`src/rtl/motor_pkg.sv`:
```
// Shared types and default limits for the motor current control block.
// Contents:
//   motor_state_t  - controller state encoding, as presented on the state port
//   fault_code_t   - latched fault cause, as presented on the fault_code port
//   DEF_*          - default limits used as parameter defaults by the RTL
package motor_pkg;

   typedef enum logic [1:0] {
      ST_IDLE  = 2'd0,
      ST_RUN   = 2'd1,
      ST_BRAKE = 2'd2,
      ST_FAULT = 2'd3
   } motor_state_t;

   typedef enum logic [1:0] {
      FC_NONE        = 2'd0,
      FC_TILT        = 2'd1,
      FC_OVERCURRENT = 2'd2
   } fault_code_t;

   localparam logic        [12:0] DEF_PWM_PERIOD    = 13'd2500;
   localparam logic        [15:0] DEF_RAMP_DIV      = 16'd1000;
   localparam logic        [12:0] DEF_RAMP_STEP     = 13'd8;
   localparam logic signed [9:0]  DEF_TILT_LIMIT    = 10'sd45;
   localparam logic        [11:0] DEF_CURRENT_LIMIT = 12'd3000;
   localparam logic        [2:0]  DEF_OC_COUNT      = 3'd3;

endpackage

```
`src/rtl/pwm_generator.sv`:
```
// PWM counter and comparator.
// Ports:
//   clk, rst_n  - clock, synchronous active-low reset
//   duty_in     - applied duty (held stable by the caller between wraps)
//   force_off   - when high, pwm_out is driven low on the next edge
//   pwm_out     - registered gate drive: !force_off && (counter < duty_in)
//   wrap        - high during the last count of the period (counter == PWM_PERIOD-1)
module pwm_generator
   import motor_pkg::*;
#(
   parameter logic [12:0] PWM_PERIOD = DEF_PWM_PERIOD
) (
   input  logic        clk,
   input  logic        rst_n,
   input  logic [12:0] duty_in,
   input  logic        force_off,
   output logic        pwm_out,
   output logic        wrap
);

   logic [12:0] cnt;

   assign wrap = (cnt == (PWM_PERIOD - 13'd1));

   always_ff @(posedge clk) begin
      if (!rst_n) begin
         cnt     <= 13'd0;
         pwm_out <= 1'b0;
      end else begin
         cnt     <= wrap ? 13'd0 : (cnt + 13'd1);
         pwm_out <= !force_off && (cnt < duty_in);
      end
   end

endmodule

```
`src/rtl/motor_current_control.sv`:
```
// Motor current control: assistance-driven duty ramp, brake handling, tilt and
// overcurrent protection, and a PWM stage whose duty only changes at the wrap.
// Ports:
//   clk, rst_n             - clock, synchronous active-low reset
//   AssistanceRequirement  - unsigned torque demand (clamped to PWM_PERIOD)
//   ResolvedRoll           - signed IMU roll, two's complement
//   brake                  - brake lever, active-high
//   MeasuredCurrent        - motor current ADC sample
//   current_valid          - one-cycle strobe qualifying MeasuredCurrent
//   pwm_out                - motor gate drive
//   motor_enable           - bridge enable, high only in RUN
//   duty                   - duty currently applied to the PWM stage
//   state                  - IDLE=0, RUN=1, BRAKE=2, FAULT=3
//   fault_code             - 0 none, 1 tilt, 2 overcurrent
module motor_current_control
   import motor_pkg::*;
#(
   parameter logic        [12:0] PWM_PERIOD    = DEF_PWM_PERIOD,
   parameter logic        [15:0] RAMP_DIV      = DEF_RAMP_DIV,
   parameter logic        [12:0] RAMP_STEP     = DEF_RAMP_STEP,
   parameter logic signed [9:0]  TILT_LIMIT    = DEF_TILT_LIMIT,
   parameter logic        [11:0] CURRENT_LIMIT = DEF_CURRENT_LIMIT,
   parameter logic        [2:0]  OC_COUNT      = DEF_OC_COUNT
) (
   input  logic        clk,
   input  logic        rst_n,
   input  logic [12:0] AssistanceRequirement,
   input  logic [9:0]  ResolvedRoll,
   input  logic        brake,
   input  logic [11:0] MeasuredCurrent,
   input  logic        current_valid,
   output logic        pwm_out,
   output logic        motor_enable,
   output logic [12:0] duty,
   output logic [1:0]  state,
   output logic [1:0]  fault_code
);

   // Upward ramp with saturation at the target; a target below the current
   // duty is taken immediately.
   function automatic logic [12:0] ramp_next(input logic [12:0] cur,
                                             input logic [12:0] tgt,
                                             input logic        tick,
                                             input logic [12:0] step);
      logic [13:0] sum;
      sum = {1'b0, cur} + {1'b0, step};
      if (cur > tgt)
         return tgt;
      else if (tick)
         return (sum > {1'b0, tgt}) ? tgt : sum[12:0];
      else
         return cur;
   endfunction

   // Symmetric magnitude test done as a two-sided compare so that -512,
   // whose magnitude is not representable in 10 bits, lands on the
   // exceeding side.
   function automatic logic tilt_exceeded(input logic signed [9:0] roll,
                                          input logic signed [9:0] limit);
      return (roll > limit) || (roll < -limit);
   endfunction

   motor_state_t cur_state, nxt_state;
   fault_code_t  fault_q, fault_d;

   logic signed [9:0] roll_s;
   logic [12:0] target;
   logic [12:0] duty_int;
   logic [12:0] duty_app;
   logic [15:0] ramp_cnt;
   logic [2:0]  oc_cnt;
   logic        ramp_tick;
   logic        tilt;
   logic        over_limit;
   logic        oc_hit;
   logic        wrap;
   logic        force_off;
   logic        fault_exit;

   assign roll_s     = $signed(ResolvedRoll);
   assign tilt       = tilt_exceeded(roll_s, TILT_LIMIT);
   assign target     = (AssistanceRequirement > PWM_PERIOD) ? PWM_PERIOD : AssistanceRequirement;
   assign ramp_tick  = (ramp_cnt == (RAMP_DIV - 16'd1));
   assign over_limit = (MeasuredCurrent > CURRENT_LIMIT);
   // The strobe that would bring the consecutive count up to OC_COUNT is the
   // one that raises the fault.
   assign oc_hit     = current_valid && over_limit &&
                       (({1'b0, oc_cnt} + 4'd1) >= {1'b0, OC_COUNT});

   always_comb begin
      nxt_state  = cur_state;
      fault_d    = fault_q;
      fault_exit = 1'b0;
      if (cur_state == ST_FAULT) begin
         if (!tilt && !oc_hit && (AssistanceRequirement == 13'd0) && brake) begin
            nxt_state  = ST_IDLE;
            fault_d    = FC_NONE;
            fault_exit = 1'b1;
         end
      end else if (tilt) begin
         nxt_state = ST_FAULT;
         fault_d   = FC_TILT;
      end else if (oc_hit) begin
         nxt_state = ST_FAULT;
         fault_d   = FC_OVERCURRENT;
      end else if (brake) begin
         nxt_state = ST_BRAKE;
      end else begin
         case (cur_state)
            ST_IDLE:  if (AssistanceRequirement != 13'd0) nxt_state = ST_RUN;
            ST_RUN:   if ((target == 13'd0) && (duty_int == 13'd0)) nxt_state = ST_IDLE;
            ST_BRAKE: nxt_state = ST_IDLE;
            default:  nxt_state = cur_state;
         endcase
      end
   end

   // Gate drive is cut on the same edge the state leaves RUN, so pwm_out
   // never lags motor_enable.
   assign force_off = (nxt_state != ST_RUN);

   always_ff @(posedge clk) begin
      if (!rst_n) begin
         cur_state    <= ST_IDLE;
         fault_q      <= FC_NONE;
         motor_enable <= 1'b0;
         duty_int     <= 13'd0;
         duty_app     <= 13'd0;
         ramp_cnt     <= 16'd0;
         oc_cnt       <= 3'd0;
      end else begin
         cur_state    <= nxt_state;
         fault_q      <= fault_d;
         motor_enable <= (nxt_state == ST_RUN);
         ramp_cnt     <= ramp_tick ? 16'd0 : (ramp_cnt + 16'd1);

         if (fault_exit)
            oc_cnt <= 3'd0;
         else if (current_valid)
            oc_cnt <= !over_limit ? 3'd0 :
                      (oc_cnt < OC_COUNT) ? (oc_cnt + 3'd1) : oc_cnt;

         // BRAKE/FAULT clear both duty copies at once instead of waiting for
         // the next PWM wrap.
         if ((nxt_state == ST_BRAKE) || (nxt_state == ST_FAULT)) begin
            duty_int <= 13'd0;
            duty_app <= 13'd0;
         end else begin
            duty_int <= (cur_state == ST_RUN) ?
                        ramp_next(duty_int, target, ramp_tick, RAMP_STEP) : 13'd0;
            if (wrap)
               duty_app <= duty_int;
         end
      end
   end

   pwm_generator #(
      .PWM_PERIOD (PWM_PERIOD)
   ) u_pwm (
      .clk       (clk),
      .rst_n     (rst_n),
      .duty_in   (duty_app),
      .force_off (force_off),
      .pwm_out   (pwm_out),
      .wrap      (wrap)
   );

   assign duty       = duty_app;
   assign state      = cur_state;
   assign fault_code = fault_q;

endmodule

```
`config.mk`:
```
export PLATFORM = sky130hd
export DESIGN_NAME = motor_current_control
export DESIGN_NICKNAME = d
export VERILOG_FILES = /design/src/rtl/motor_pkg.sv /design/src/rtl/pwm_generator.sv /design/src/rtl/motor_current_control.sv
export SDC_FILE = /design/constraint.sdc
export NUM_CORES = 1
export LEC_CHECK = 0
export CAP_MARGIN = 15
export CORE_UTILIZATION = 40
export CTS_CLUSTER_DIAMETER = 60
export DETAILED_ROUTE_END_ITERATION = 10
export PLACE_DENSITY_LB_ADDON = 0.15
export SYNTH_ARGS = -nofsm -noshare
export SYNTH_HDL_FRONTEND = slang
export SYNTH_SLANG_ARGS = --single-unit
```
`constraint.sdc`:
```
create_clock -name clk -period 7.1 [get_ports clk]
set_input_delay 1.42 -clock clk [delete_from_list [all_inputs] [get_ports clk]]
set_output_delay 1.42 -clock clk [all_outputs]
set_load 0.02 [all_outputs]
```
-- Word level (Yosys, flattened, before mapping)
Index checks and enable logic that the tools add are counted.
Widths: inputs -> output; s select.
- $lt $le $gt $ge: 9
- bitwise logic cells: 2
- reductions and logical operators: 26
- muxes and demuxes: 20
- add/sub/neg operators: 5
- equal/unequal tests: 11
- operator list (cell ; number):
    $mux 13 ; 4
    $logic_not 13->1 ; 3
    $mux 2 ; 11
    $add 16x1->16 const B ; 1
    $eq 16x10->1 const B ; 1
    $add 13x4->14 const B ; 1
    $gt 14x13->1 ; 1
    $add 13x1->13 const B ; 1
    $eq 13x12->1 const B ; 1
    $gt 13x12->1 const B ; 1
    $gt 13x13->1 ; 1
    $lt 13x13->1 ; 1
    $reduce_bool 13->1 ; 1
    $gt 12x12->1 const B ; 1
    $gt 10x7->1 const B ; 1
    $lt 10x7->1 const B ; 1
    $eq 2x2->1 const B ; 4
    $reduce_or 2->1 ; 4
    $logic_and 1x1->1 ; 7
    $mux 3 ; 2
    $ne 2x1->1 const B ; 3
    $pmux 2 s3 ; 1
    $add 3x1->4 const B ; 1
    $eq 2x1->1 const B ; 2
    12 further kinds ; 18
- flip-flop bits (word level): 64
- output and inout bits: 19
- input bits: 39

-- Depth between registers and ports, before layout
Gate-level depths: netlist of the first run.
- depth after elaboration: 13
- depth in mapped cells: 13
- mapped depth without buffers: 13

-- Cells and area by module
Synthesis of the first run repeated with hierarchy kept, for this count alone.
- cell total of the unflattened synthesis: 485
- area, all modules: 4051.4 µm²
- by module, submodules not included (module ; times used ; area each (µm²) ; seq. area each (µm²) ; cells each):
    motor_current_control ; 1 ; 3165.5 ; 1001.0 ; 384
    pwm_generator ; 1 ; 885.8 ; 280.3 ; 101

-- Least setup slack after synthesis of the first run
OpenSTA, ideal clock, no wires.
- path kind: in2reg
- start point: input AssistanceRequirement[10]
- end point: register duty_int[9]
- buffers on the path: 1
- library setup time: 0.103 ns
- arrival: 3.850 ns
- stages: 12
- setup slack: 3.147 ns
- cell sequence: o21ai_0 nand2b_1 nor2_1 nand2_1 ha_1 a41oi_1 o21ai_0 a211oi_1 a21o_1 buf_2 nand2_1 a2111oi_2
- word-level cells in the longest chain between the ends: 13
- elaborated cells on any way between the ends: 26
- classes of those cells: order compare (3); eq/ne (2); mux (12); reduce/logical (9)
- RTL lines (element ; line ; source):
    start: declaration ; motor_current_control.sv:27 ; input logic [12:0] AssistanceRequirement,
    $gt 13x12->1 ; motor_current_control.sv:82 ; assign target = (AssistanceRequirement > PWM_PERIOD) ? PWM_PERIOD : AssistanceRequirement;
    $mux 13 ; motor_current_control.sv:82 ;
    $logic_not 13->1 ; motor_current_control.sv:111 ; ST_RUN: if ((target == 13'd0) && (duty_int == 13'd0)) nxt_state = ST_IDLE;
    $logic_and 1x1->1 ; motor_current_control.sv:111 ;
    $mux 2 ; motor_current_control.sv:111 ;
    $pmux 2 s3 ; motor_current_control.sv:109 ; case (cur_state)
    $mux 2 ; motor_current_control.sv:106 ; end else if (brake) begin
    $mux 2 ; motor_current_control.sv:103 ; end else if (oc_hit) begin
    $mux 2 ; motor_current_control.sv:100 ; end else if (tilt) begin
    $mux 2 ; motor_current_control.sv:94 ; if (cur_state == ST_FAULT) begin
    $eq 2x2->1 ; motor_current_control.sv:145 ; if ((nxt_state == ST_BRAKE) || (nxt_state == ST_FAULT)) begin
    $logic_or 1x1->1 ; motor_current_control.sv:145 ;
    $reduce_or 3->1 (no source line) ; -- ;
    end signal: assignment ; motor_current_control.sv:149 ; duty_int <= (cur_state == ST_RUN) ?
    end: declaration ; motor_current_control.sv:68 ; logic [12:0] duty_int;
Parallel ways exist; a longest one is shown, timed or not. The select of a mux whose other input is x is not followed.
A chain may end at the register's enable or synchronous reset.

-- Worst setup path in the final report of the first run
Same ends and word-level chain as after synthesis.

==> results of run 1 <==
[logic make-up after synthesis]
logic type                 synth area share, %
buffers and inverters                     3.81
AOI/OAI and AO/OA                         17.3
DFF                                       31.8
other                                   0.0930
adders and majority gates                 12.4
muxes                                     2.76
and+or+nand+nor                           24.7
xor gates and xnor gates                  7.17
[per-stage QoR]
stage	instance area [µm²]	utilization, %
after floorplan	4040	-
after global placement	4710	48.2
after detailed placement	4710	48.2
after CTS	4910	50.2
after global routing	4910	50.2
final	4910	50.2
[layout make-up]
type	count	area, µm²	share of cell area, %
Sequential cell	64	1280	26.1
Clock buffer	13	159	3.24
Timing Repair Buffer	57	571	11.6
Clock inverter	3	40.0	0.816
Multi-Input combinational cell	375	2600	53.0
Inverter	23	86.3	1.76
Tap cell	133	166	3.39
[cells in the mapped netlist (4+ instances only)]
library cell   n
dfxtp_1       64
nor2_1        63
ha_1          40
nand2_1       35
nand3_1       27
a21oi_1       24
inv_1         23
xnor2_1       18
xor2_1        15
and3_1        14
a21o_1        13
o21ai_0       13
clkbuf_1      11
mux2i_1       10
nor3_1         9
nand4_1        8
nor4_1         8
and4_1         7
a211oi_1       6
and2_1         6
a31oi_1        4
[worst max-delay path, stage by stage]
cell             delay [ns]
clkdlybuf4s50_1        0.45
o21ai_0                0.18
nand2b_1               0.16
nor2_1                 0.28
nand2_1                0.16
ha_1                   0.31
a41oi_1                0.19
o21ai_0                0.16
a211oi_1               0.49
a21o_1                 0.40
nand2_1                0.27
a2111oi_2              0.42
[routing by layer]
metal  vias to the layer above  track usage, %
li1                       1834               -
met1                      1683            26.3
met2                        45            34.8
met3                         6            4.45
met4                         0            3.85
met5                         -               0
[cells in the final DEF (no fill, tap or decap), types with 3 or more instances in the layout]
cell	n
clkbuf_8	11
nor2_1	63
and3_1	14
a41o_1	3
inv_1	23
o211ai_1	3
a31oi_1	4
a21o_1	13
xnor2_1	18
a211oi_1	6
dfxtp_1	64
nor3_1	9
and2_1	6
o21ai_0	13
and4_1	7
nand4_1	8
nand3_1	27
nand2_1	35
mux2i_1	10
clkdlybuf4s50_1	57
o22ai_1	3
xor2_1	15
a221oi_1	3
ha_1	40
nor2b_1	3
a21oi_1	24
nor4_1	8
[flip-flops by register name (all words and copies together) (netlist names)]
signal and cells:
duty_int 13, fault_code 2, u_pwm.pwm_out 1, state 2, duty 13, ramp_cnt 16, motor_enable 1, oc_cnt 3
u_pwm.cnt 13
[worst max path at each step]
| stage | start | endpoint | slack, ns | depth (start not counted) |
|---|---|---|---|---|
| 2_1_floorplan | AssistanceRequirement[10] | duty_int[9]$_SDFFE_PP0P_ | 3.15 | 12 |
| 3_3_place_gp | AssistanceRequirement[5] | duty_int[9]$_SDFFE_PP0P_ | 2.25 | 12 |
| 3_5_place_dp | AssistanceRequirement[10] | duty_int[9]$_SDFFE_PP0P_ | 2.16 | 12 |
| 6_report | AssistanceRequirement[10] | duty_int[9]$_SDFFE_PP0P_ | 2.42 | 12 |
| 4_1_cts | AssistanceRequirement[10] | duty_int[9]$_SDFFE_PP0P_ | 2.50 | 12 |
| 5_1_grt | AssistanceRequirement[10] | duty_int[9]$_SDFFE_PP0P_ | 2.03 | 12 |
[power groups by stage]
stage	Sequential [mW]	Combinational [mW]	Clock [mW]
after global placement	0.377	0.0675	0
after CTS	0.369	0.0689	0.326
after global routing	0.370	0.0765	0.342
after floorplan	0.378	0.0317	0
final	0.369	0.0686	0.316
after detailed placement	0.377	0.0686	0
==> flow_summary.html, run 1 <==
<table>
<tr><th>Metric</th><th>Value</th></tr>
<tr><th colspan="2">Die</th></tr>
<tr><td>Overall die width</td><td>102 µm</td></tr>
<tr><td>Row Count</td><td>36</td></tr>
<tr><td>I/O pin cnt</td><td>between 50 and 60</td></tr>
<tr><td>Floorplan die area</td><td>10500 µm²</td></tr>
<tr><td>Overall die height</td><td>102 µm</td></tr>
<tr><td>Area of the core</td><td>9770 µm²</td></tr>
<tr><td>Initial cell density of the core</td><td>just over 40%</td></tr>
<tr><th colspan="2">Placement</th></tr>
<tr><td>Port Buf Inserts</td><td>57</td></tr>
<tr><td>Gp weighted congestion</td><td>0.949</td></tr>
<tr><td>Placed Cells incl. Taps</td><td>652</td></tr>
<tr><td>DP HPWL</td><td>slightly above 8 mm</td></tr>
<tr><td>Placement Setup Slack</td><td>2.16 ns</td></tr>
<tr><th colspan="2">Global route</th></tr>
<tr><td>Largest net degree at the start of global routing</td><td>19</td></tr>
<tr><td>Initial antenna violation count</td><td>0</td></tr>
<tr><td>Wire length of the first global-routing pass</td><td>16.5 mm</td></tr>
<tr><td>Total routing resource utilization after global routing</td><td>20.3%</td></tr>
<tr><td>Vias in the first global route</td><td>3448</td></tr>
<tr><td>Remaining Overflow, GRT</td><td>0</td></tr>
<tr><th colspan="2">Clock tree</th></tr>
<tr><td>Number of sinks on the clock net</td><td>64</td></tr>
<tr><td>Post-CTS clock slew at the launch and capture registers of the worst setup and hold paths</td><td>0.07 ns</td></tr>
<tr><td>Clock latency reported for the late side of the worst-skew pair</td><td>0.33 ns</td></tr>
<tr><td>TritonCTS buffer count</td><td>9</td></tr>
<tr><td>Resize count post-CTS</td><td>0</td></tr>
<tr><td>Cell at the root of the clock tree</td><td>clkbuf_8</td></tr>
<tr><td>TritonCTS clock tree</td><td>done</td></tr>
<tr><td>Post-cts hold buffer count</td><td>0</td></tr>
<tr><td>CTS H-tree depth</td><td>3</td></tr>
<tr><td>Maximum buffer depth of the clock tree</td><td>2</td></tr>
<tr><td>Setup repair bufs after CTS</td><td>0</td></tr>
<tr><th colspan="2">Status</th></tr>
<tr><td>Status</td><td>completed</td></tr>
<tr><th colspan="2">Worst setup path</th></tr>
<tr><td>Required time of the worst setup path</td><td>between 7 and 8 ns</td></tr>
<tr><td>Number of cells traversed by the worst register-to-register path</td><td>11</td></tr>
<tr><td>Crit path launch type</td><td>primary input</td></tr>
<tr><td>Signal arrival time at the worst endpoint</td><td>4.90 ns</td></tr>
<tr><td>Category of the worst setup path capture point</td><td>flip-flop</td></tr>
<tr><td>Startpoint of the worst register-to-register path</td><td>duty_int[4]$_SDFFE_PP0P_</td></tr>
<tr><td>Worst r2r dst</td><td>duty_int[9]$_SDFFE_PP0P_</td></tr>
<tr><td>R2R Setup Slk</td><td>3.36 ns</td></tr>
<tr><td>Biggest fanout along the worst timing path</td><td>10</td></tr>
<tr><td>Kind of critical path</td><td>in -&gt; reg</td></tr>
<tr><th colspan="2">Pwr</th></tr>
<tr><td>Maximum vdd drop</td><td>107 µV</td></tr>
<tr><td>Pint</td><td>0.582 mW</td></tr>
<tr><td>Sw Ratio</td><td>22.9%</td></tr>
<tr><td>Gate power share</td><td>9.1%</td></tr>
<tr><td>Fraction of power consumed by sequential logic</td><td>49.0%</td></tr>
<tr><td>Pwr dens</td><td>between 150 and 200 nW/µm²</td></tr>
<tr><td>Standby leakage power</td><td>around 1.9 nW</td></tr>
<tr><td>Clock network power share</td><td>42.0%</td></tr>
<tr><td>P_sw</td><td>roughly 0.17 mW</td></tr>
<tr><td>Overall power</td><td>approximately 0.75 mW</td></tr>
<tr><th colspan="2">STA</th></tr>
<tr><td>Max_slew headroom</td><td>33.2%</td></tr>
<tr><td>Post-layout minimum cycle time</td><td>approximately 4.7 ns</td></tr>
<tr><td>Worst-Margin Slew</td><td>0.998 ns</td></tr>
<tr><td>Worst hold margin</td><td>approximately 0.47 ns</td></tr>
<tr><td>Clock Skew</td><td>0.00690 ns</td></tr>
<tr><td>Hold Fails Final Rpt</td><td>0</td></tr>
<tr><td>F_max</td><td>approximately 0.21 GHz</td></tr>
<tr><td>RSZ-0062 raised after global routing</td><td>no</td></tr>
<tr><td>Setup slack of the critical path after layout</td><td>2.42 ns</td></tr>
<tr><td>Period Utilization, post-route</td><td>65.9%</td></tr>
<tr><td>Final setup vio count</td><td>0</td></tr>
<tr><td>Number of max-slew violations in the final report</td><td>0</td></tr>
<tr><td>Total negative slack</td><td>0 ns</td></tr>
<tr><th colspan="2">Hold path</th></tr>
<tr><td>Number of cells traversed by the worst hold path</td><td>1</td></tr>
<tr><td>Path type of the worst min-delay path</td><td>reg -&gt; reg</td></tr>
<tr><td>Endpoint, Worst Hold</td><td>ramp_cnt[0]$_SDFF_PP0_</td></tr>
<tr><td>Origin of the worst min-delay path</td><td>ramp_cnt[0]$_SDFF_PP0_</td></tr>
<tr><th colspan="2">Synthesis</th></tr>
<tr><td>Leading post-synthesis cells by cell area</td><td>dfxtp_1 (32%), ha_1 (12%), nor2_1 (5.9%), xnor2_1 (3.9%), nand3_1 (3.3%)</td></tr>
<tr><td>Synthesis warning total</td><td>0</td></tr>
<tr><td>Share of synthesized area occupied by flip-flops and latches</td><td>31.8%</td></tr>
<tr><td>Async S/R FF share, synth</td><td>0%</td></tr>
<tr><td>Post-synthesis register bit count</td><td>64</td></tr>
<tr><td>Mapped Cells</td><td>476</td></tr>
<tr><td>Most instantiated flip-flop cell in the synthesis netlist</td><td>dfxtp_1</td></tr>
<tr><td>Netlist cell types</td><td>61</td></tr>
<tr><td>Post-synth EDFFs</td><td>0</td></tr>
<tr><td>Largest area contributor in the synthesized netlist</td><td>dfxtp_1</td></tr>
<tr><td>Share of the synthesized area in the top cell type</td><td>a little under a third</td></tr>
<tr><td>Netlist area before placement</td><td>roughly 4000 µm²</td></tr>
<tr><td>Mean instance size in the synthesized netlist</td><td>around 8.5 µm²</td></tr>
<tr><th colspan="2">Route</th></tr>
<tr><td>Wire length on met1</td><td>roughly 4.7 mm</td></tr>
<tr><td>Routed length on met2</td><td>4.85 mm</td></tr>
<tr><td>Metal3 WL</td><td>355 µm</td></tr>
<tr><td>Final routed wire length divided by cell count</td><td>15.0 µm</td></tr>
<tr><td>Total number of vias</td><td>3568</td></tr>
<tr><td>Post-detailed-route via-to-cell ratio</td><td>5.34</td></tr>
<tr><td>Number of iterations in the first detailed-routing pass</td><td>4</td></tr>
<tr><td>Drt total wl</td><td>10.0 mm</td></tr>
<tr><td>Initial detailed-routing violation count</td><td>159</td></tr>
<tr><td>Max Used Layer</td><td>met4</td></tr>
<tr><td>Post-detailed-route DRC marker count</td><td>0</td></tr>
<tr><td>Residual antenna-violating net count after detailed routing</td><td>0</td></tr>
<tr><th colspan="2">Finish</th></tr>
<tr><td>Synthesis-to-layout area growth</td><td>21.6%</td></tr>
<tr><td>Share of final-layout standard cells stronger than drive strength 1</td><td>under 10%</td></tr>
<tr><td>Filler Cell Count</td><td>947</td></tr>
<tr><td>Non-filler cells, final</td><td>668</td></tr>
<tr><td>Count of nets after finishing</td><td>approximately 610</td></tr>
<tr><td>Count of inserted antenna diode cells</td><td>0</td></tr>
<tr><th colspan="2">Job</th></tr>
<tr><td>Number of maximum-capacitance constraint violations</td><td>0</td></tr>
</table>
Note: power is estimated with default switching activity, not from simulation.
==> run 2, diff against run 1 <==
==> constraint.sdc (replaced) <==
create_clock -name clk -period 4.6 [get_ports clk]
set_input_delay 0.92 -clock clk [delete_from_list [all_inputs] [get_ports clk]]
set_output_delay 0.92 -clock clk [all_outputs]
set_load 0.02 [all_outputs]
==> flow_summary.html, run 2 (synthesis gave the netlist of run 1 again) <==
<table>
<tr><th>Metric</th><th>Value</th></tr>
<tr><th colspan="2">Worst setup path</th></tr>
<tr><td>Number of cells traversed by the worst register-to-register path</td><td>11 (unchanged)</td></tr>
<tr><td>Startpoint of the worst register-to-register path</td><td>duty_int[4]$_SDFFE_PP0P_</td></tr>
<tr><td>R2R Setup Slk</td><td>0.66 ns (-2.70 ns)</td></tr>
<tr><td>Required time of the worst setup path</td><td>4.80 ns (-2.52 ns)</td></tr>
<tr><td>Category of the worst setup path capture point</td><td>flip-flop</td></tr>
<tr><td>Signal arrival time at the worst endpoint</td><td>4.41 ns (-0.49 ns)</td></tr>
<tr><td>Crit. Startpoint</td><td>AssistanceRequirement[5]</td></tr>
<tr><td>Crit path launch type</td><td>primary input</td></tr>
<tr><td>Critical path capture point</td><td>duty_int[11]$_SDFFE_PP0P_</td></tr>
<tr><td>Kind of critical path</td><td>in -&gt; reg</td></tr>
<tr><td>Worst r2r dst</td><td>duty_int[11]$_SDFFE_PP0P_</td></tr>
<tr><td>Biggest fanout along the worst timing path</td><td>7 (-3)</td></tr>
<tr><th colspan="2">STA</th></tr>
<tr><td>Period Utilization, post-route</td><td>91.5%</td></tr>
<tr><td>Max_slew headroom</td><td>36.5% (+3.3 points)</td></tr>
<tr><td>Hold Fails Final Rpt</td><td>0 (unchanged)</td></tr>
<tr><td>RSZ-0062 raised after global routing</td><td>no</td></tr>
<tr><td>Total negative slack</td><td>0 ns (unchanged)</td></tr>
<tr><td>F_max</td><td>0.237 GHz</td></tr>
<tr><td>Setup slack of the critical path after layout</td><td>0.389 ns (-2.03 ns)</td></tr>
<tr><td>Clock Skew</td><td>0.0112 ns (+0.00427 ns)</td></tr>
<tr><td>Worst-Margin Slew</td><td>0.948 ns (-0.0495 ns)</td></tr>
<tr><td>Number of max-slew violations in the final report</td><td>0 (unchanged)</td></tr>
<tr><td>Final setup vio count</td><td>0 (unchanged)</td></tr>
<tr><td>Post-layout minimum cycle time</td><td>4.21 ns</td></tr>
<tr><th colspan="2">Finish</th></tr>
<tr><td>Count of inserted antenna diode cells</td><td>0 (unchanged)</td></tr>
<tr><td>Commonest non-fill, non-tap cell in the layout</td><td>dfxtp_1</td></tr>
<tr><td>Top reg by flops</td><td>ramp_cnt</td></tr>
<tr><td>Leading cell types in the layout, fill and taps excluded</td><td>dfxtp_1 (64), nor2_1 (63), clkdlybuf4s50_1 (57), ha_1 (40), nand2_1 (35)</td></tr>
<tr><td>Sequential cell area</td><td>1280 µm² (unchanged)</td></tr>
<tr><td>Synthesis-to-layout area growth</td><td>22.2%</td></tr>
<tr><td>Area taken by multi-input logic gates</td><td>2600 µm² (unchanged)</td></tr>
<tr><td>Filler Cell Count</td><td>934 (-1.4%)</td></tr>
<tr><td>Number of flip-flops in the largest register</td><td>16 (unchanged)</td></tr>
<tr><td>Count of nets after finishing</td><td>612 (+0.49%)</td></tr>
<tr><td>Share of final-layout standard cells stronger than drive strength 1</td><td>5.76% (+0.53 points)</td></tr>
<tr><th colspan="2">Clock tree</th></tr>
<tr><td>Cell at the root of the clock tree</td><td>clkbuf_8</td></tr>
<tr><td>TritonCTS clock tree</td><td>done</td></tr>
<tr><td>Maximum buffer depth of the clock tree</td><td>2 (unchanged)</td></tr>
<tr><td>Post-cts hold buffer count</td><td>0 (unchanged)</td></tr>
<tr><td>Clock latency reported for the late side of the worst-skew pair</td><td>0.33 ns (about the same)</td></tr>
<tr><td>Setup repair bufs after CTS</td><td>0 (unchanged)</td></tr>
<tr><td>Resize count post-CTS</td><td>0 (unchanged)</td></tr>
<tr><td>TritonCTS buffer count</td><td>9 (unchanged)</td></tr>
<tr><td>Post-CTS clock slew at the launch and capture registers of the worst setup and hold paths</td><td>0.07 ns (about the same)</td></tr>
<tr><td>Number of sinks on the clock net</td><td>64 (unchanged)</td></tr>
<tr><td>CTS H-tree depth</td><td>3 (unchanged)</td></tr>
<tr><th colspan="2">Route</th></tr>
<tr><td>Number of iterations in the first detailed-routing pass</td><td>4 (unchanged)</td></tr>
<tr><td>Post-detailed-route via-to-cell ratio</td><td>5.45 (+2.0%)</td></tr>
<tr><td>Initial detailed-routing violation count</td><td>131 (-18%)</td></tr>
<tr><td>Total number of vias</td><td>3656 (+2.5%)</td></tr>
<tr><td>Residual antenna-violating net count after detailed routing</td><td>0 (unchanged)</td></tr>
<tr><td>Drt total wl</td><td>9.94 mm (-0.79%)</td></tr>
<tr><td>Post-detailed-route DRC marker count</td><td>0 (unchanged)</td></tr>
<tr><td>Final routed wire length divided by cell count</td><td>14.8 µm (-1.2%)</td></tr>
<tr><th colspan="2">Die</th></tr>
<tr><td>Overall die height</td><td>102 µm (unchanged)</td></tr>
<tr><td>I/O pin cnt</td><td>58 (unchanged)</td></tr>
<tr><td>Row Count</td><td>36 (unchanged)</td></tr>
<tr><td>Floorplan die area</td><td>10500 µm² (unchanged)</td></tr>
<tr><td>Overall die width</td><td>102 µm (unchanged)</td></tr>
<tr><td>Area of the core</td><td>9770 µm² (unchanged)</td></tr>
<tr><td>Initial cell density of the core</td><td>41.3% (unchanged)</td></tr>
<tr><th colspan="2">Global route</th></tr>
<tr><td>Vias in the first global route</td><td>3420 (-0.81%)</td></tr>
<tr><td>Initial antenna violation count</td><td>0 (unchanged)</td></tr>
<tr><td>Total routing resource utilization after global routing</td><td>20.1% (-0.21 points)</td></tr>
<tr><td>Wire length of the first global-routing pass</td><td>16.5 mm (-0.16%)</td></tr>
<tr><td>Remaining Overflow, GRT</td><td>0 (unchanged)</td></tr>
<tr><td>Largest net degree at the start of global routing</td><td>19 (unchanged)</td></tr>
<tr><th colspan="2">Job</th></tr>
<tr><td>Number of maximum-capacitance constraint violations</td><td>0 (unchanged)</td></tr>
<tr><th colspan="2">Placement</th></tr>
<tr><td>Gp weighted congestion</td><td>0.914 (-3.6%)</td></tr>
<tr><td>Port Buf Inserts</td><td>57 (unchanged)</td></tr>
<tr><td>Placement Setup Slack</td><td>0.182 ns (-1.98 ns)</td></tr>
<tr><td>DP HPWL</td><td>7.98 mm (-0.78%)</td></tr>
<tr><th colspan="2">Hold path</th></tr>
<tr><td>Path type of the worst min-delay path</td><td>reg -&gt; reg</td></tr>
<tr><th colspan="2">Pwr</th></tr>
<tr><td>Gate power share</td><td>9.2% (about the same)</td></tr>
<tr><td>P_sw</td><td>0.261 mW (+51%)</td></tr>
<tr><td>Standby leakage power</td><td>1.89 nW (+0.72%)</td></tr>
<tr><td>Overall power</td><td>1.16 mW (+54%)</td></tr>
<tr><td>Sw Ratio</td><td>22.5% (-0.38 points)</td></tr>
<tr><td>Fraction of power consumed by sequential logic</td><td>49.2% (+0.2 points)</td></tr>
<tr><td>Maximum vdd drop</td><td>141 µV (+33%)</td></tr>
<tr><td>Pint</td><td>0.898 mW (+54%)</td></tr>
<tr><td>Clock network power share</td><td>41.6% (-0.4 points)</td></tr>
<tr><td>Pwr dens</td><td>235 nW/µm² (+53%)</td></tr>
<tr><th colspan="2">Status</th></tr>
<tr><td>Status</td><td>completed</td></tr>
</table>
-- run 2: changes by cell type in the layout (fill, tap and decap cells not counted) --
cell | before | now
buf_4 | 0 | 3
-- run 2: final cells by class --
type	count	share of cell area (%)
multi-input combinational	375	52.8
sequential	64	26.0
timing repair buffer	60	12.0
tap	133	3.38
clock buffer	13	3.22
inverter	23	1.75
clock inverter	3	0.812
-- run 2: routing by layer --
| layer | global-route usage [%] | wire (µm) |
|---|---|---|
| met5 | 0 | 0 |
| met4 | 4.62 | 104 |
| met2 | 32.7 | 4730 |
| met1 | 26.8 | 4730 |
| met3 | 4.92 | 367 |
-- run 2: metrics by stage --
| step | instance area (µm²) | hold WS [ns] | utilization [%] | cells |
|---|---|---|---|---|
| 2_1_floorplan | 4040 | 0.430 | - | 477 |
| 3_3_place_gp | 4730 | 0.440 | 48.4 | 655 |
| 3_5_place_dp | 4730 | 0.459 | 48.4 | 655 |
| 4_1_cts | 4930 | 0.477 | 50.4 | 671 |
| 5_1_grt | 4930 | 0.504 | 50.4 | 671 |
| 6_report | 4930 | 0.471 | 50.4 | 671 |
-- run 2: critical path: stages --
cell	delay [ns]
clkdlybuf4s50_1	0.42
nor3_1	0.32
a21oi_1	0.15
nor2_1	0.30
nand2_1	0.18
ha_1	0.34
a21oi_1	0.14
o21ai_0	0.18
nand2_1	0.10
nand2_1	0.10
o311ai_4	0.48
nand2_1	0.31
a221oi_1	0.47
-- run 2: worst min-delay path by stage --
stage | from | endpoint | slack, ns | cells after the start
6_report | ramp_cnt[0]$_SDFF_PP0_ | ramp_cnt[0]$_SDFF_PP0_ | 0.47 | 1
5_1_grt | ramp_cnt[0]$_SDFF_PP0_ | ramp_cnt[0]$_SDFF_PP0_ | 0.50 | 1
4_1_cts | ramp_cnt[0]$_SDFF_PP0_ | ramp_cnt[0]$_SDFF_PP0_ | 0.48 | 1
3_5_place_dp | ramp_cnt[0]$_SDFF_PP0_ | ramp_cnt[0]$_SDFF_PP0_ | 0.46 | 1
3_3_place_gp | ramp_cnt[0]$_SDFF_PP0_ | ramp_cnt[0]$_SDFF_PP0_ | 0.44 | 1
2_1_floorplan | ramp_cnt[0]$_SDFF_PP0_ | ramp_cnt[0]$_SDFF_PP0_ | 0.43 | 1
-- run 2: power groups by stage --
stage	sequential, mW	combinational (mW)	clock (mW)
final	0.570	0.107	0.482
after global routing	0.571	0.118	0.523
after CTS	0.570	0.107	0.496
after detailed placement	0.583	0.106	0
after global placement	0.582	0.105	0
after floorplan	0.583	0.0489	0
==> run 3, diff against run 2 <==
--- a/config.mk
+++ b/config.mk
@@ -6,6 +6,8 @@
 export NUM_CORES = 1
 export LEC_CHECK = 0
 export CAP_MARGIN = 15
+export CELL_PAD_IN_SITES_DETAIL_PLACEMENT = 0
+export CELL_PAD_IN_SITES_GLOBAL_PLACEMENT = 1
 export CORE_UTILIZATION = 40
 export CTS_CLUSTER_DIAMETER = 60
 export DETAILED_ROUTE_END_ITERATION = 10
==> flow_summary.html, run 3 (synthesis gave the netlist of run 1 again) <==
<table>
<tr><th>Metric</th><th>Value</th></tr>
<tr><th colspan="2">Placement</th></tr>
<tr><td>Port Buf Inserts</td><td>57 (unchanged)</td></tr>
<tr><td>Gp weighted congestion</td><td>0.889 (-2.7%)</td></tr>
<tr><td>Placed Cells incl. Taps</td><td>657 (+0.31%)</td></tr>
<tr><td>DP HPWL</td><td>8.33 mm (+4.3%)</td></tr>
<tr><td>Placement Setup Slack</td><td>0.367 ns (+0.186 ns)</td></tr>
<tr><th colspan="2">Die</th></tr>
<tr><td>Area of the core</td><td>9770 µm² (unchanged)</td></tr>
<tr><td>Row Count</td><td>36 (unchanged)</td></tr>
<tr><td>Overall die width</td><td>102 µm (unchanged)</td></tr>
<tr><td>Initial cell density of the core</td><td>41.3% (unchanged)</td></tr>
<tr><td>I/O pin cnt</td><td>58 (unchanged)</td></tr>
<tr><td>Overall die height</td><td>102 µm (unchanged)</td></tr>
<tr><td>Floorplan die area</td><td>10500 µm² (unchanged)</td></tr>
<tr><th colspan="2">Clock tree</th></tr>
<tr><td>Number of sinks on the clock net</td><td>64 (unchanged)</td></tr>
<tr><td>TritonCTS buffer count</td><td>9 (unchanged)</td></tr>
<tr><td>Maximum buffer depth of the clock tree</td><td>2 (unchanged)</td></tr>
<tr><td>Resize count post-CTS</td><td>0 (unchanged)</td></tr>
<tr><td>Cell at the root of the clock tree</td><td>clkbuf_8</td></tr>
<tr><td>Clock latency reported for the late side of the worst-skew pair</td><td>0.34 ns (about the same)</td></tr>
<tr><td>Setup repair bufs after CTS</td><td>0 (unchanged)</td></tr>
<tr><td>TritonCTS clock tree</td><td>done</td></tr>
<tr><td>CTS H-tree depth</td><td>3 (unchanged)</td></tr>
<tr><td>Post-CTS clock slew at the launch and capture registers of the worst setup and hold paths</td><td>0.07 ns (about the same)</td></tr>
<tr><td>Post-cts hold buffer count</td><td>0 (unchanged)</td></tr>
<tr><th colspan="2">Worst setup path</th></tr>
<tr><td>Crit. Startpoint</td><td>AssistanceRequirement[5]</td></tr>
<tr><td>Category of the worst setup path capture point</td><td>flip-flop</td></tr>
<tr><td>Number of cells traversed by the worst register-to-register path</td><td>13 (+2)</td></tr>
<tr><td>Crit path launch type</td><td>primary input</td></tr>
<tr><td>Kind of critical path</td><td>in -&gt; reg</td></tr>
<tr><td>R2R Setup Slk</td><td>0.94 ns (+0.28 ns)</td></tr>
<tr><td>Worst r2r dst</td><td>duty_int[9]$_SDFFE_PP0P_</td></tr>
<tr><td>Required time of the worst setup path</td><td>4.80 ns (about the same)</td></tr>
<tr><td>Biggest fanout along the worst timing path</td><td>7 (unchanged)</td></tr>
<tr><td>Signal arrival time at the worst endpoint</td><td>4.11 ns (-0.30 ns)</td></tr>
<tr><td>Critical path capture point</td><td>duty_int[9]$_SDFFE_PP0P_</td></tr>
<tr><td>Startpoint of the worst register-to-register path</td><td>duty_int[4]$_SDFFE_PP0P_</td></tr>
<tr><th colspan="2">Finish</th></tr>
<tr><td>Final standard cell utilization of the core</td><td>50.2% (-0.20 points)</td></tr>
<tr><td>Top reg by flops</td><td>ramp_cnt</td></tr>
<tr><td>Commonest non-fill, non-tap cell in the layout</td><td>dfxtp_1</td></tr>
<tr><td>Non-filler cells, final</td><td>673 (+0.30%)</td></tr>
<tr><td>Count of inserted antenna diode cells</td><td>0 (unchanged)</td></tr>
<tr><td>Synthesis-to-layout area growth</td><td>21.7%</td></tr>
<tr><td>Number of flip-flops in the largest register</td><td>16 (unchanged)</td></tr>
<tr><td>Share of final-layout standard cells stronger than drive strength 1</td><td>6.30% (+0.53 points)</td></tr>
<tr><td>Count of nets after finishing</td><td>614 (+0.33%)</td></tr>
<tr><td>Leading cell types in the layout, fill and taps excluded</td><td>dfxtp_1 (64), nor2_1 (63), clkdlybuf4s50_1 (57), ha_1 (40), nand2_1 (35)</td></tr>
<tr><th colspan="2">STA</th></tr>
<tr><td>Final setup vio count</td><td>0 (unchanged)</td></tr>
<tr><td>Worst-Margin Slew</td><td>0.911 ns (-0.0372 ns)</td></tr>
<tr><td>Post-layout minimum cycle time</td><td>3.91 ns (-0.301 ns)</td></tr>
<tr><td>Worst hold margin</td><td>0.471 ns (+0.000112 ns)</td></tr>
<tr><td>Hold Fails Final Rpt</td><td>0 (unchanged)</td></tr>
<tr><td>Clock Skew</td><td>0.0108 ns (-0.000384 ns)</td></tr>
<tr><td>Period Utilization, post-route</td><td>85.0% (-6.6 points)</td></tr>
<tr><td>Number of max-slew violations in the final report</td><td>0 (unchanged)</td></tr>
<tr><td>Total negative slack</td><td>0 ns (unchanged)</td></tr>
<tr><td>Setup slack of the critical path after layout</td><td>0.690 ns (+0.301 ns)</td></tr>
<tr><td>RSZ-0062 raised after global routing</td><td>no</td></tr>
<tr><td>F_max</td><td>0.256 GHz (+7.7%)</td></tr>
<tr><td>Max_slew headroom</td><td>39.0% (+2.5 points)</td></tr>
<tr><th colspan="2">Global route</th></tr>
<tr><td>Initial antenna violation count</td><td>0 (unchanged)</td></tr>
<tr><td>Wire length of the first global-routing pass</td><td>16.7 mm (+1.6%)</td></tr>
<tr><td>Vias in the first global route</td><td>3430 (+0.29%)</td></tr>
<tr><td>Largest net degree at the start of global routing</td><td>19 (unchanged)</td></tr>
<tr><td>Total routing resource utilization after global routing</td><td>21.0% (+0.90 points)</td></tr>
<tr><td>Remaining Overflow, GRT</td><td>0 (unchanged)</td></tr>
<tr><th colspan="2">Job</th></tr>
<tr><td>Number of maximum-capacitance constraint violations</td><td>0 (unchanged)</td></tr>
<tr><th colspan="2">Route</th></tr>
<tr><td>Residual antenna-violating net count after detailed routing</td><td>0 (unchanged)</td></tr>
<tr><td>Initial detailed-routing violation count</td><td>124 (-5.3%)</td></tr>
<tr><td>Post-detailed-route DRC marker count</td><td>0 (unchanged)</td></tr>
<tr><td>Post-detailed-route via-to-cell ratio</td><td>5.39 (-1.1%)</td></tr>
<tr><td>Final routed wire length divided by cell count</td><td>15.6 µm (+5.6%)</td></tr>
<tr><td>Number of iterations in the first detailed-routing pass</td><td>4 (unchanged)</td></tr>
<tr><td>Drt total wl</td><td>10.5 mm (+5.9%)</td></tr>
<tr><td>Total number of vias</td><td>3626 (-0.82%)</td></tr>
<tr><th colspan="2">Hold path</th></tr>
<tr><td>Path type of the worst min-delay path</td><td>reg -&gt; reg</td></tr>
<tr><th colspan="2">Pwr</th></tr>
<tr><td>Standby leakage power</td><td>1.88 nW (-0.43%)</td></tr>
<tr><td>Pwr dens</td><td>222 nW/µm² (-5.5%)</td></tr>
<tr><td>Maximum vdd drop</td><td>129 µV (-8.8%)</td></tr>
<tr><th colspan="2">Status</th></tr>
<tr><td>Status</td><td>completed</td></tr>
</table>
run 3: changes by cell type in the layout (fill, tap and decap cells not counted):
cell,change
buf_4,+2
clkinv_4,+1
clkbuf_1,-1
bufinv_16,-1
clkbuf_8,-2
clkinv_2,+2
clkinvlp_4,+1
run 3: final cells by class:
class | count | area, µm²
clock inverter | 6 | 36.3
sequential | 64 | 1280
multi-input combinational | 375 | 2600
clock buffer | 10 | 128
timing repair buffer | 62 | 608
fill | 989 | 4870
inverter | 23 | 86.3
tap | 133 | 166
run 3: through the flow:
stage          total power [mW]  cell area, µm²
5_1_grt                    1.14            4910
3_5_place_dp              0.691            4740
4_1_cts                    1.11            4910
3_3_place_gp              0.689            4740
2_1_floorplan             0.632            4040
6_report                   1.09            4910
run 3: metal layers:
| metal | track usage, % | share of wire [%] |
|---|---|---|
| met4 | 7.69 | 2.2 |
| met5 | 0 | 0 |
| met2 | 35.0 | 46 |
| met1 | 26.3 | 47 |
| met3 | 5.06 | 5.0 |
run 3: worst min-delay path by stage:
stage | start | to | slack (ns) | depth (start not counted)
after floorplan | ramp_cnt[0]$_SDFF_PP0_ | ramp_cnt[0]$_SDFF_PP0_ | 0.43 | 1
after global placement | ramp_cnt[0]$_SDFF_PP0_ | ramp_cnt[0]$_SDFF_PP0_ | 0.44 | 1
after detailed placement | ramp_cnt[0]$_SDFF_PP0_ | ramp_cnt[0]$_SDFF_PP0_ | 0.45 | 1
after CTS | ramp_cnt[0]$_SDFF_PP0_ | ramp_cnt[0]$_SDFF_PP0_ | 0.47 | 1
after global routing | ramp_cnt[0]$_SDFF_PP0_ | ramp_cnt[0]$_SDFF_PP0_ | 0.50 | 1
final | ramp_cnt[0]$_SDFF_PP0_ | ramp_cnt[0]$_SDFF_PP0_ | 0.47 | 1
run 3: where the power goes:
part / switching [mW] / internal (mW)
Clock: 0.221 / 0.193
Combinational: 0.0494 / 0.0584
Sequential: 0.00894 / 0.561
run 3: worst max-delay path: stages:
cell,delay (ns)
clkdlybuf4s50_1,0.42
nor3_1,0.27
a21oi_1,0.13
nor2_1,0.26
nand2_1,0.17
ha_1,0.32
and3_1,0.15
nand3_1,0.11
o32ai_1,0.54
a21oi_4,0.13
nor4_4,0.42
and3_1,0.22
a2111oi_2,0.05
==> edit, RTL diff (flow settings as in run 2) <==
The output `motor_enable` loses its register stage (`motor_enable` becomes a continuous assignment).
--- a/src/rtl/motor_current_control.sv
+++ b/src/rtl/motor_current_control.sv
@@ -124,5 +124,4 @@
          cur_state    <= ST_IDLE;
          fault_q      <= FC_NONE;
-         motor_enable <= 1'b0;
          duty_int     <= 13'd0;
          duty_app     <= 13'd0;
@@ -132,5 +131,4 @@
          cur_state    <= nxt_state;
          fault_q      <= fault_d;
-         motor_enable <= (nxt_state == ST_RUN);
          ramp_cnt     <= ramp_tick ? 16'd0 : (ramp_cnt + 16'd1);
 
@@ -155,4 +153,6 @@
    end
 
+   assign motor_enable = (nxt_state == ST_RUN);
+
    pwm_generator #(
       .PWM_PERIOD (PWM_PERIOD)
Check against the original RTL: not equivalent (Yosys sat finds a counterexample within 4 cycles, from zero or initial values and one cycle with rst_n low).
==> edit against run 2 <==
  * Die area grew 1.6%
  * Synthesized area grew 1.7%
  * Final area grew 2.9%
  * Power grew 5.9%
  * Sequential cell count shrank 1
  * Wire length grew 5.9%
  * Synthesized cell count grew 0.84%
  * Setup slack lost 0.11 ns
  * Largest cell class unchanged
  * Largest power group unchanged
==> edit: results <==
{
  "synth_compound_gate_area_share_pct": 16.9,
  "filler_cell_count": 967,
  "syn-mean-instance-area_um2": 8.54,
  "comb-power_mw": 0.112,
  "synth.cells.most_frequent": "dfxtp_1, nor2_1, ha_1, a21oi_1, nand2_1",
  "hold_slack_ns": 0.471,
  "post_route_cells_drive_above_1_share_pct": 7.68,
  "post_synthesis_share_of_cell_area_spent_on_full_adders_half_adders_and_majority_gates_pct": 12.2,
  "synth_xor_area_share_pct": 6.83,
  "power_frac_seq_pct": 45.6,
  "synth.top_cell.area_share_pct": 30.8,
  "timing.final.crit_share_pct": 93.9,
  "grt_max_degree": 18,
  "yosysUniqueCellTypes": 62,
  "hpwl_um": 8120,
  "routed-via-count": 3738,
  "reg2reg_depth": 12,
  "cp-endpoint": "motor_enable",
  "critical_path.max_stage_delay_ns": 0.65,
  "outcome": "completed",
  "grt_pass1_wl_um": 17500,
  "clkSinkCount": 63,
  "seq_area_frac_synth_pct": 30.8,
  "grt_util_all_layers_pct": 21.3,
  "synth_area_leaders": "dfxtp_1, ha_1, nor2_1, xor2_1, a21oi_1",
  "placedInstanceArea_um2": 4830,
  "cellInternalPower_mw": 0.945,
  "worst_clock_skew_ns": 0.0113,
  "routed_wl_um": 10500
}
==> edit: changes by cell type after synthesis, moves of 4 or more <==
cell,delta
clkbuf_1,-4
nand2_1,-7
a21o_1,-9
a211o_1,+5
nor4_1,+5
a21oi_1,+5
o31ai_1,+4
buf_2,+4
inv_1,-4
==> edit: layout make-up <==
cell class | instances | area share (%)
multi-input combinational | 381 | 53.0
sequential | 63 | 24.9
timing repair buffer | 68 | 12.9
tap | 133 | 3.28
clock buffer | 11 | 2.98
clock inverter | 5 | 1.58
inverter | 19 | 1.41
==> edit: worst min path at each step <==
stage | endpoint
floorplan | ramp_cnt[0]
global placement | ramp_cnt[0]
detailed placement | ramp_cnt[0]
CTS | ramp_cnt[0]
global route | ramp_cnt[0]
finish | u_pwm.cnt[0]
==> edit: routing by layer <==
layer / wire (µm) / global-route usage (%)
met5: 0 / 0
met4: 252 / 9.21
met3: 351 / 3.76
met2: 4930 / 35.7
met1: 4990 / 27.0
